### src/rtl/and2_arbiter.sv
// rtl/and2_arbiter.sv - round-robin arbiter in front of a registered bitwise AND unit
module and2_arbiter #(
    parameter int WIDTH = 1,
    parameter int NREQ  = 4
) (
    input  logic                  clk,
    input  logic                  rst_n,
    input  logic [NREQ-1:0]       req,
    input  logic [NREQ*WIDTH-1:0] a,
    input  logic [NREQ*WIDTH-1:0] b,
    output logic [NREQ-1:0]       gnt,
    output logic                  busy,
    output logic                  rsp_valid,
    input  logic                  rsp_ready,
    output logic [1:0]            rsp_id,
    output logic [WIDTH-1:0]      rsp_y
);

    typedef enum logic [1:0] {
        IDLE = 2'b00,
        EXEC = 2'b01,
        RESP = 2'b10
    } state_t;

    state_t           state;
    logic [1:0]       ptr;
    logic [1:0]       owner;
    logic [WIDTH-1:0] op_a;
    logic [WIDTH-1:0] op_b;

    logic             win_found;
    logic [1:0]       win_idx;
    logic [1:0]       cand;

    // First set request at or above ptr, wrapping modulo 4.
    always_comb begin
        win_found = 1'b0;
        win_idx   = ptr;
        cand      = ptr;
        for (int k = 0; k < 4; k++) begin
            cand = ptr + 2'(k);
            if (!win_found && req[cand]) begin
                win_found = 1'b1;
                win_idx   = cand;
            end
        end
    end

    assign busy = (state != IDLE);

    always_ff @(posedge clk or negedge rst_n) begin
        if (!rst_n) begin
            state     <= IDLE;
            ptr       <= 2'd0;
            owner     <= 2'd0;
            op_a      <= '0;
            op_b      <= '0;
            gnt       <= '0;
            rsp_valid <= 1'b0;
            rsp_id    <= 2'd0;
            rsp_y     <= '0;
        end else begin
            case (state)
                IDLE: begin
                    gnt       <= '0;
                    rsp_valid <= 1'b0;
                    if (win_found) begin
                        gnt[win_idx] <= 1'b1;
                        op_a         <= a[win_idx*WIDTH +: WIDTH];
                        op_b         <= b[win_idx*WIDTH +: WIDTH];
                        owner        <= win_idx;
                        ptr          <= win_idx + 2'd1;
                        state        <= EXEC;
                    end
                end
                EXEC: begin
                    gnt       <= '0;
                    rsp_y     <= op_a & op_b;
                    rsp_id    <= owner;
                    rsp_valid <= 1'b1;
                    state     <= RESP;
                end
                RESP: begin
                    // Response fields clear on acceptance so IDLE shows all outputs low.
                    if (rsp_ready) begin
                        rsp_valid <= 1'b0;
                        rsp_id    <= 2'd0;
                        rsp_y     <= '0;
                        state     <= IDLE;
                    end
                end
                default: begin
                    gnt       <= '0;
                    rsp_valid <= 1'b0;
                    rsp_id    <= 2'd0;
                    rsp_y     <= '0;
                    state     <= IDLE;
                end
            endcase
        end
    end

endmodule

### config.mk
export PLATFORM = sky130hd
export DESIGN_NAME = and2_arbiter
export DESIGN_NICKNAME = d
export VERILOG_FILES = /design/src/rtl/and2_arbiter.sv
export SDC_FILE = /design/constraint.sdc
export NUM_CORES = 1
export LEC_CHECK = 0
export BUFFER_PORTS_ARGS = -buffer_cell sky130_fd_sc_hd__buf_2
export CORE_MARGIN = 2
export CORE_UTILIZATION = 30
export DETAILED_ROUTE_END_ITERATION = 7
export GPL_TIMING_DRIVEN = 1
export REMOVE_ABC_BUFFERS = 1
export SLEW_MARGIN = 25
export SYNTH_ARGS = -nofsm -noshare
export SYNTH_HDL_FRONTEND = slang
export SYNTH_SLANG_ARGS = --single-unit
export TNS_END_PERCENT = 1
### constraint.sdc
create_clock -name clk -period 2.1 [get_ports clk]
set_clock_uncertainty 0.15 [all_clocks]
set_input_delay 0.315 -clock clk [delete_from_list [all_inputs] [get_ports clk]]
set_output_delay 0.315 -clock clk [all_outputs]
set_load 0.02 [all_outputs]
==> impl_metrics.py, run 1 <==
metrics = {
    "critical_path": {
        "worstPathMaxFanout": 7,
        "worstPathRequired_ns": 2.16,
        "start_kind": "flop",
        "end_kind": "flop",
        "arrival_ns": 1.85,
        "critPathKind": "flop to flop",
    },
    "sta": {
        "setup_tns_ns": 0,
        "rsz0062_at_grt": "false",
        "period_share": 0.851,
        "hold_viol": 0,
        "setup-violations-final": 0,
        "worst_pin_slew_ns": 0.408,
        "max_slew_margin": 0.727,
        "max_freq_ghz": 0.560,
        "min_period_ns": 1.79,
        "final_max_slew_viol_count": 0,
    },
    "power": {
        "vdd_drop_max_mv": 0.714,
        "pwr_density_cell_nw_per_um2": 1360,
        "p_leak_nw": 0.486,
        "total_power_mw": 1.42,
    },
    "layout": {
        "layout_commonest_cell": "buf_2",
        "drive_gt1_frac": 0.336,
        "final_util": 0.381,
        "syn_to_final_growth_pct": 22.5,
        "mostFrequentLayoutCells": "23 x buf_2, 16 x dfrtp_1, 14 x o21ai_0",
        "antennaDiodeCount": 0,
        "nets": 126,
        "fin_area_um2": 1040,
    },
    "synth": {
        "ys_types": 27,
        "syn_inst": 83,
        "ys_seq_area_frac": 0.471,
        "syn_area_um2": 851,
        "postSynthAreaPerCell_um2": 10.3,
        "yosysWarnings": 0,
        "ys_seq_elements": 16,
    },
    "cts": {
        "post_cts_resized": 0,
        "insertion_delay_ns": 0.29,
        "clk_pin_slew_ns": 0.10,
        "clkSinkCount": 16,
        "cts_buffers": 3,
        "htreeDepth": 1,
        "cts_tree": "built",
        "cts.path.max_buffers": 2,
        "cts_root_buf": "clkbuf_4",
        "post-cts-setup-buffers": 0,
    },
    "global_routing": {
        "first_global_vias": 695,
        "grt_pass1_wl_um": 3030,
        "grt_start_max_net_pins": 17,
        "grtUsageTotal": 0.118,
        "antenna_found_initial": 0,
        "grt_overflow": 0,
    },
    "placement": {
        "routabilityCongestion": 0.748,
        "dp_hpwl_um": 1320,
        "place_area_um2": 996,
        "io_buffers": 23,
    },
    "floorplan": {
        "ios": 24,
        "dieWidth_um": 57.3,
        "dieArea_um2": 3280,
        "rows": 19,
        "initial_core_util": 0.311,
        "core_area_um2": 2730,
        "die_height_um": 57.3,
    },
    "routing": {
        "drt-pass1-iter-count": 3,
        "num_vias": 697,
        "postRouteAntennaNets": 0,
        "vias_per_cell": 4.94,
        "wirelength_um": 1690,
        "post-route-drc-count": 0,
        "wl_per_cell_um": 12.0,
        "first_iter_violations": 23,
    },
    "run": {
        "drv_cap": 0,
    },
    "run_status": {
        "status": "completed",
    },
    "min_path": {
        "hp-class": "input port to flop",
    },
}
-- cell type report --
class                      count  area [um^2]
fill                         272         1690
multi-input combinational     62          423
sequential                    16          400
timing repair buffer          25          133
tap                           31         38.8
clock buffer                   4         36.3
inverter                       3         11.3
-- cell usage after synthesis --
| cell | n | area [um^2] |
|---|---|---|
| nor3b_2 | 1 | 12.5 |
| a21oi_1 | 1 | 5.00 |
| inv_1 | 3 | 11.3 |
| o21a_1 | 2 | 15.0 |
| mux2_2 | 1 | 11.3 |
| clkbuf_2 | 1 | 5.00 |
| buf_6 | 1 | 11.3 |
| a21o_1 | 3 | 22.5 |
| nand2_1 | 13 | 48.8 |
| o21ai_0 | 14 | 70.1 |
| nor2_4 | 2 | 22.5 |
| o2111ai_2 | 1 | 15.0 |
| nor2b_4 | 1 | 13.8 |
| a2bb2oi_1 | 1 | 8.76 |
| or2_0 | 1 | 6.26 |
| nor2_1 | 2 | 7.51 |
| o211ai_1 | 3 | 22.5 |
| nor4_2 | 1 | 12.5 |
| nor2b_1 | 5 | 31.3 |
| dfrtp_1 | 16 | 400 |
| o22ai_1 | 1 | 6.26 |
| mux2i_1 | 2 | 20.0 |
| xor2_1 | 1 | 8.76 |
| nand3_1 | 3 | 15.0 |
| a31o_2 | 1 | 8.76 |
| a2111o_1 | 1 | 11.3 |
| a2111oi_4 | 1 | 27.5 |
-- what timing repair did --
item	4_1_cts	5_1_grt
hold buffers	1	0
endpoints found under the setup margin	0	0
hold endpoints to repair	16	0
-- flip-flops by register name (all words and copies together) (netlist names) --
name and flops:
op_a 1, owner 2, rsp_y 1, rsp_valid 1, state 2, ptr 2, gnt 4, rsp_id 2
op_b 1
-- cell families after synthesis --
kind of cell,Yosys count,synth area share
AO/OA/AOI/OAI,29,0.250
AND/OR/NAND/NOR,29,0.200
flip-flops,16,0.471
buffers and inverters,5,0.0323
multiplexers,3,0.0368
XOR/XNOR,1,0.0103
-- where the power goes --
| group | switching (mW) | internal, mW | total (mW) |
|---|---|---|---|
| Combinational | 0.403 | 0.265 | 0.668 |
| Sequential | 0.0938 | 0.450 | 0.544 |
| Clock | 0.0991 | 0.106 | 0.205 |
| Total | 0.596 | 0.821 | 1.42 |
-- final timing paths --
kind / slack, ns / depth (start not counted) / startpoint / endpoint
max: 0.31 / 5 / state[0] / op_a
min reg2reg: 0.33 / 2 / gnt[1] / gnt[1]
max in group asynchronous: 1.23 / 2 / rst_n / gnt[2]
min: 0.17 / 3 / rsp_ready / state[1]
min in group asynchronous: 0.30 / 2 / rst_n / rsp_valid
max reg2reg: 0.31 / 5 / state[0] / op_a
-- metrics by stage --
step	setup slack, ns	hold slack, ns	instances
3_3_place_gp	0.358	0.0918	136
3_5_place_dp	0.352	0.0966	136
4_1_cts	0.329	0.168	141
5_1_grt	0.182	0.186	141
2_1_floorplan	0.404	-0.131	81
6_report	0.313	0.173	141
-- layer usage --
layer / share of wire / global-route usage / up-vias
met5: 0 / 0 / -
li1: - / - / 352
met1: 0.48 / 0.154 / 323
met3: 0.060 / 0.0499 / 2
met4: 0.0024 / 0.0199 / 0
met2: 0.46 / 0.189 / 20
-- worst max-delay path, cell delays in order, from the launching register on --
cell       delay [ns]
dfrtp_1          0.43
or2_0            0.35
nor2_4           0.24
o2111ai_2        0.22
a21o_1           0.22
o211ai_1         0.08
No activity file was read; power rests on OpenSTA's default activity.
==> inputs of run 2 (changes only) <==
Settings changed: CORE_MARGIN 2 to 3.
==> impl_metrics.py, run 2 (synthesis results as in run 1) <==
metrics = {
    "routing": {
        "vias_per_cell": 4.97,
        "postRouteAntennaNets": 0,
        "drt-pass1-iter-count": 2,
        "num_vias": 696,
        "wirelength_um": 1770,
        "first_iter_violations": 14,
        "post-route-drc-count": 0,
        "wl_per_cell_um": 12.7,
    },
    "min_path": {
        "hp-start": "rsp_ready",
        "hp-class": "input port to flop",
    },
    "run_status": {
        "status": "completed",
    },
    "global_routing": {
        "antenna_found_initial": 0,
        "grtUsageTotal": 0.112,
        "grt_start_max_net_pins": 17,
        "grt_overflow": 0,
        "grt_pass1_wl_um": 2990,
        "first_global_vias": 666,
    },
    "cts": {
        "cts_root_buf": "clkbuf_4",
        "cts_buffers": 3,
        "post_cts_resized": 0,
        "cts_tree": "built",
        "clkSinkCount": 16,
        "cts.path.max_buffers": 2,
        "htreeDepth": 1,
        "insertion_delay_ns": 0.28,
        "cts_hold_buf": 1,
        "post-cts-setup-buffers": 0,
        "clk_pin_slew_ns": 0.09,
    },
    "floorplan": {
        "dieArea_um2": 3510,
        "die_height_um": 59.3,
        "ios": 24,
        "initial_core_util": 0.329,
        "rows": 18,
        "dieWidth_um": 59.3,
        "core_area_um2": 2590,
    },
    "critical_path": {
        "slowest_stage": "dfrtp_1",
        "path_buf_inv": 0,
        "arrival_ns": 1.82,
        "crit_chain": "or2_0 -> nor2_4 -> o2111ai_2 -> a21o_1 -> o211ai_1",
        "critPathLaunch": "state[0]",
        "worstPathRequired_ns": 2.16,
        "slowest_delay_ns": 0.42,
        "critPathKind": "flop to flop",
        "path_delay_family": "simple AND/OR/NAND/NOR gates",
        "worstPathMaxFanout": 7,
        "start_kind": "flop",
        "end_kind": "flop",
        "reg2reg_from": "state[0]",
    },
    "layout": {
        "multi_input_area_um2": 423,
        "drive_gt1_frac": 0.336,
        "syn_to_final_growth_pct": 22.4,
        "mostFrequentLayoutCells": "23 x buf_2, 16 x dfrtp_1, 14 x o21ai_0",
        "fin_area_um2": 1040,
        "largest_reg_flops": 4,
        "ff_latch_area_um2": 400,
        "n_fill_cell": 263,
        "nets": 126,
        "layout_commonest_cell": "buf_2",
        "final_util": 0.402,
        "antennaDiodeCount": 0,
        "regMostFlops": "gnt",
    },
    "sta": {
        "worst_pin_slew_ns": 0.414,
        "min_period_ns": 1.76,
        "setup_slack_ns": 0.338,
        "max_freq_ghz": 0.568,
        "max_slew_margin": 0.723,
        "setup_tns_ns": 0,
        "hold_viol": 0,
        "final_max_slew_viol_count": 0,
        "period_share": 0.839,
        "rsz0062_at_grt": "false",
        "setup-violations-final": 0,
    },
    "power": {
        "pwr_density_cell_nw_per_um2": 1370,
        "p_leak_nw": 0.486,
        "p_sw_frac": 0.423,
        "power_frac_seq": 0.389,
        "cell_internal_pwr_mw": 0.821,
        "power_frac_comb": 0.472,
        "switchingPower_mw": 0.601,
        "vdd_drop_max_mv": 0.576,
        "pwr-share-clk": 0.139,
    },
    "placement": {
        "io_buffers": 23,
        "place_area_um2": 995,
        "dp_slack_ns": 0.300,
        "dp_hpwl_um": 1360,
        "routabilityCongestion": 0.741,
    },
    "run": {
        "drv_cap": 0,
    },
}
-- run 2: final timing paths --
path / slack, ns / cells after the start / to
setup reg to reg: 0.34 / 5 / op_b
max in group asynchronous: 1.23 / 2 / ptr[0]
hold / removal: 0.18 / 3 / state[1]
min in group asynchronous: 0.31 / 2 / rsp_valid
hold reg to reg: 0.33 / 2 / gnt[0]
setup / recovery: 0.34 / 5 / op_b
-- run 2: cell type report --
class / instances / area share
inverter: 3 / 0.0108
tap: 30 / 0.0361
clock buffer: 4 / 0.0349
multi-input combinational: 62 / 0.406
timing repair buffer: 25 / 0.127
sequential: 16 / 0.385
-- run 2: metrics by stage --
stage / instances / power, mW / hold slack, ns
global placement: 135 / 1.22 / 0.0868
global route: 140 / 1.53 / 0.190
finish: 140 / 1.42 / 0.179
CTS: 140 / 1.44 / 0.175
floorplan: 81 / 1.03 / -0.131
detailed placement: 135 / 1.23 / 0.0957
-- run 2: metal layers --
metal	global-route usage	wire length, um	vias up
met1	0.147	865	318
li1	-	-	352
met4	0.0388	9	0
met2	0.173	783	24
met5	0	0	-
met3	0.0327	115	2
-- run 2: power groups by stage --
stage	Sequential (mW)	Clock, mW	Combinational, mW
6_report	0.553	0.198	0.672
5_1_grt	0.573	0.225	0.733
4_1_cts	0.550	0.205	0.681
3_5_place_dp	0.555	0	0.674
3_3_place_gp	0.553	0	0.670
2_1_floorplan	0.619	0	0.408
-- run 2: tightest hold or removal path, cell delays in order --
cell	delay [ns]
buf_2	0.10
inv_1	0.06
a21o_1	0.10
==> inputs of run 3 (changes only) <==
Settings changed: ABC_AREA from default to 1.
Clock period 2.1 ns to 1.55 ns, I/O delays scaled along.
==> impl_metrics.py, run 3 <==
metrics = {
    "synth": {
        "ys_seq_area_frac": 0.339,
        "yosysWarnings": 0,
        "ys_types": 23,
        "synth_top_area_share": 0.339,
        "synth_common_cells": "70 x nand2_1, 23 x nand3_1, 16 x dfrtp_1",
        "synth-main-ff-cell": "dfrtp_1",
        "synthTopCellsByArea": "dfrtp_1 34%, nand2_1 22%, nand3_1 9.8%, nand2_2 6.4%, inv_1 4.1%",
        "syn_inst": 169,
        "synth_edf_count": 0,
        "synth_largest_area_cell": "dfrtp_1",
        "yosysMostFrequentCell": "nand2_1",
        "ys_seq_elements": 16,
        "postSynthAreaPerCell_um2": 6.98,
        "async_flop_share": 1.00,
        "syn_area_um2": 1180,
    },
    "routing": {
        "post-route-drc-count": 0,
        "drt-pass1-iter-count": 4,
        "wl_per_cell_um": 11.1,
        "postRouteAntennaNets": 0,
        "num_vias": 1203,
        "wirelength_um": 2920,
        "first_iter_violations": 77,
        "vias_per_cell": 4.56,
    },
    "sta": {
        "max_slew_margin": 0.767,
        "min_period_ns": 1.90,
        "period_share": 1.22,
        "setup_slack_ns": -0.346,
        "final_max_slew_viol_count": 0,
        "worst_pin_slew_ns": 0.349,
        "max_freq_ghz": 0.527,
        "rsz0062_at_grt": "true",
        "hold_viol": 0,
        "setup-violations-final": 11,
    },
    "cts": {
        "htreeDepth": 1,
        "insertion_delay_ns": 0.25,
        "cts_buffers": 3,
        "clk_pin_slew_ns": 0.06,
        "cts.path.max_buffers": 2,
        "cts_tree": "built",
        "clkSinkCount": 16,
        "cts_root_buf": "clkbuf_8",
    },
    "layout": {
        "mostFrequentLayoutCells": "60 x nand2_1, 24 x buf_2, 22 x nand3_1",
        "regMostFlops": "gnt",
        "nets": 232,
        "layout_commonest_cell": "nand2_1",
        "drive_gt1_frac": 0.440,
        "syn_to_final_growth_pct": 38.8,
        "n_fill_cell": 381,
        "antennaDiodeCount": 0,
        "largest_reg_flops": 4,
    },
    "floorplan": {
        "die_height_um": 68.7,
        "dieWidth_um": 68.7,
        "core_area_um2": 3720,
        "initial_core_util": 0.318,
        "dieArea_um2": 4720,
        "rows": 22,
        "ios": 24,
    },
    "run_status": {
        "failed_checks": "negative setup slack",
        "status": "complete, but fails checks",
    },
    "global_routing": {
        "antenna_found_initial": 0,
        "first_global_vias": 1136,
        "grt_overflow": 0,
        "grt_start_max_net_pins": 17,
        "grt_pass1_wl_um": 4780,
        "grtUsageTotal": 0.132,
    },
    "critical_path": {
        "end_kind": "flop",
        "slowest_stage": "dfrtp_2",
        "crit_chain": "buf_6 -> nand2_2 -> nand2_2 -> nand2_1 -> nand2_4 -> nand4_4 -> nand2_2 -> nand2_2 -> inv_2 -> nand2_2 -> nand3_2 -> o21ai_1",
        "start_kind": "flop",
        "critPathMostFrequentCell": "nand2_2",
        "worstPathRequired_ns": 1.54,
        "worstPathMaxFanout": 5,
        "slowest_delay_ns": 0.45,
        "critPathKind": "flop to flop",
        "arrival_ns": 1.88,
    },
    "power": {
        "vdd_drop_max_mv": 0.777,
        "pwr_density_cell_nw_per_um2": 2600,
        "p_leak_nw": 0.890,
        "total_power_mw": 4.25,
    },
    "run": {
        "drv_cap": 0,
    },
    "placement": {
        "dp_hpwl_um": 2140,
        "routabilityCongestion": 0.781,
        "dp_slack_ns": -0.363,
        "io_buffers": 23,
    },
    "min_path": {
        "hp-class": "input port to flop",
    },
}
[run 3: cell count changes after synthesis, sizes merged, moves of 3 or more]
cell,change
buf,+3
o211ai,-3
inv,+14
nor2b,-6
a21o,-3
nand2,+71
o21ai,-9
nand4,+3
nand3,+24
[run 3: worst max-delay path: cells and delay by family, from the launching register on]
family,cells,cell delay [ns]
buffers and inverters,2,0.23
DFF,1,0.45
and+or+nand+nor,9,0.88
AOI/OAI and AO/OA,1,0.05
[run 3: logic make-up after synthesis]
group,count (synthesis),share of synthesized area
DFF,16,0.339
AOI/OAI and AO/OA,13,0.0795
buffers and inverters,22,0.0912
and+or+nand+nor,118,0.490
[run 3: power by group]
group	leakage (nW)	switching (mW)	internal, mW
clock	0.0288	0.143	0.225
combinational	0.659	1.87	1.27
sequential	0.202	0.143	0.601
total	0.890	2.16	2.09
[run 3: layout make-up]
cell class | instances | area (um^2) | share of cell area
Multi-Input combinational cell | 131 | 744 | 0.455
Sequential cell | 16 | 403 | 0.246
Timing Repair Buffer | 46 | 295 | 0.180
Inverter | 18 | 72.6 | 0.0443
Tap cell | 48 | 60.1 | 0.0367
Clock buffer | 4 | 55.1 | 0.0336
Timing Repair inverter | 1 | 7.51 | 0.00458
[run 3: timing repair]
action                                  4_1_cts  5_1_grt
hold buffers                                  1        0
gates resized for setup                      12       14
pin swaps                                     6       12
setup buffers                                 2        1
endpoints found under the hold margin        16        0
endpoints found under the setup margin       12       12
gates cloned                                  2        0
[run 3: layer usage]
metal	global-route usage	up-vias	routed length, um
met2	0.237	22	1450
met3	0.0146	6	85
li1	-	634	-
met5	0	-	0
met4	0.0608	0	49
met1	0.157	541	1340
[run 3: final timing paths]
| check | from | end | slack, ns | cells after the start |
|---|---|---|---|---|
| worst max-delay path | ptr[0] | ptr[1] | -0.35 | 12 |
| worst min-delay path | rsp_ready | state[1] | 0.1 | 4 |
| worst max register to register | ptr[0] | ptr[1] | -0.35 | 12 |
| worst min register to register | op_a | op_a | 0.33 | 2 |
| max in group asynchronous | rst_n | ptr[1] | 0.70 | 2 |
| min in group asynchronous | rst_n | rsp_valid | 0.27 | 2 |
[run 3: metrics by stage]
step / setup TNS [ns] / cells / area (um^2) / util / hold slack [ns]
4_1_cts: -3.30 / 263 / 1580 / 0.426 / 0.0905
5_1_grt: -4.67 / 264 / 1640 / 0.441 / 0.130
3_5_place_dp: -3.37 / 254 / 1450 / 0.391 / 0.0165
2_1_floorplan: -4.95 / 165 / 1140 / - / -0.213
6_report: -3.09 / 264 / 1640 / 0.441 / 0.0971
3_3_place_gp: -3.29 / 254 / 1450 / 0.391 / 0.0145
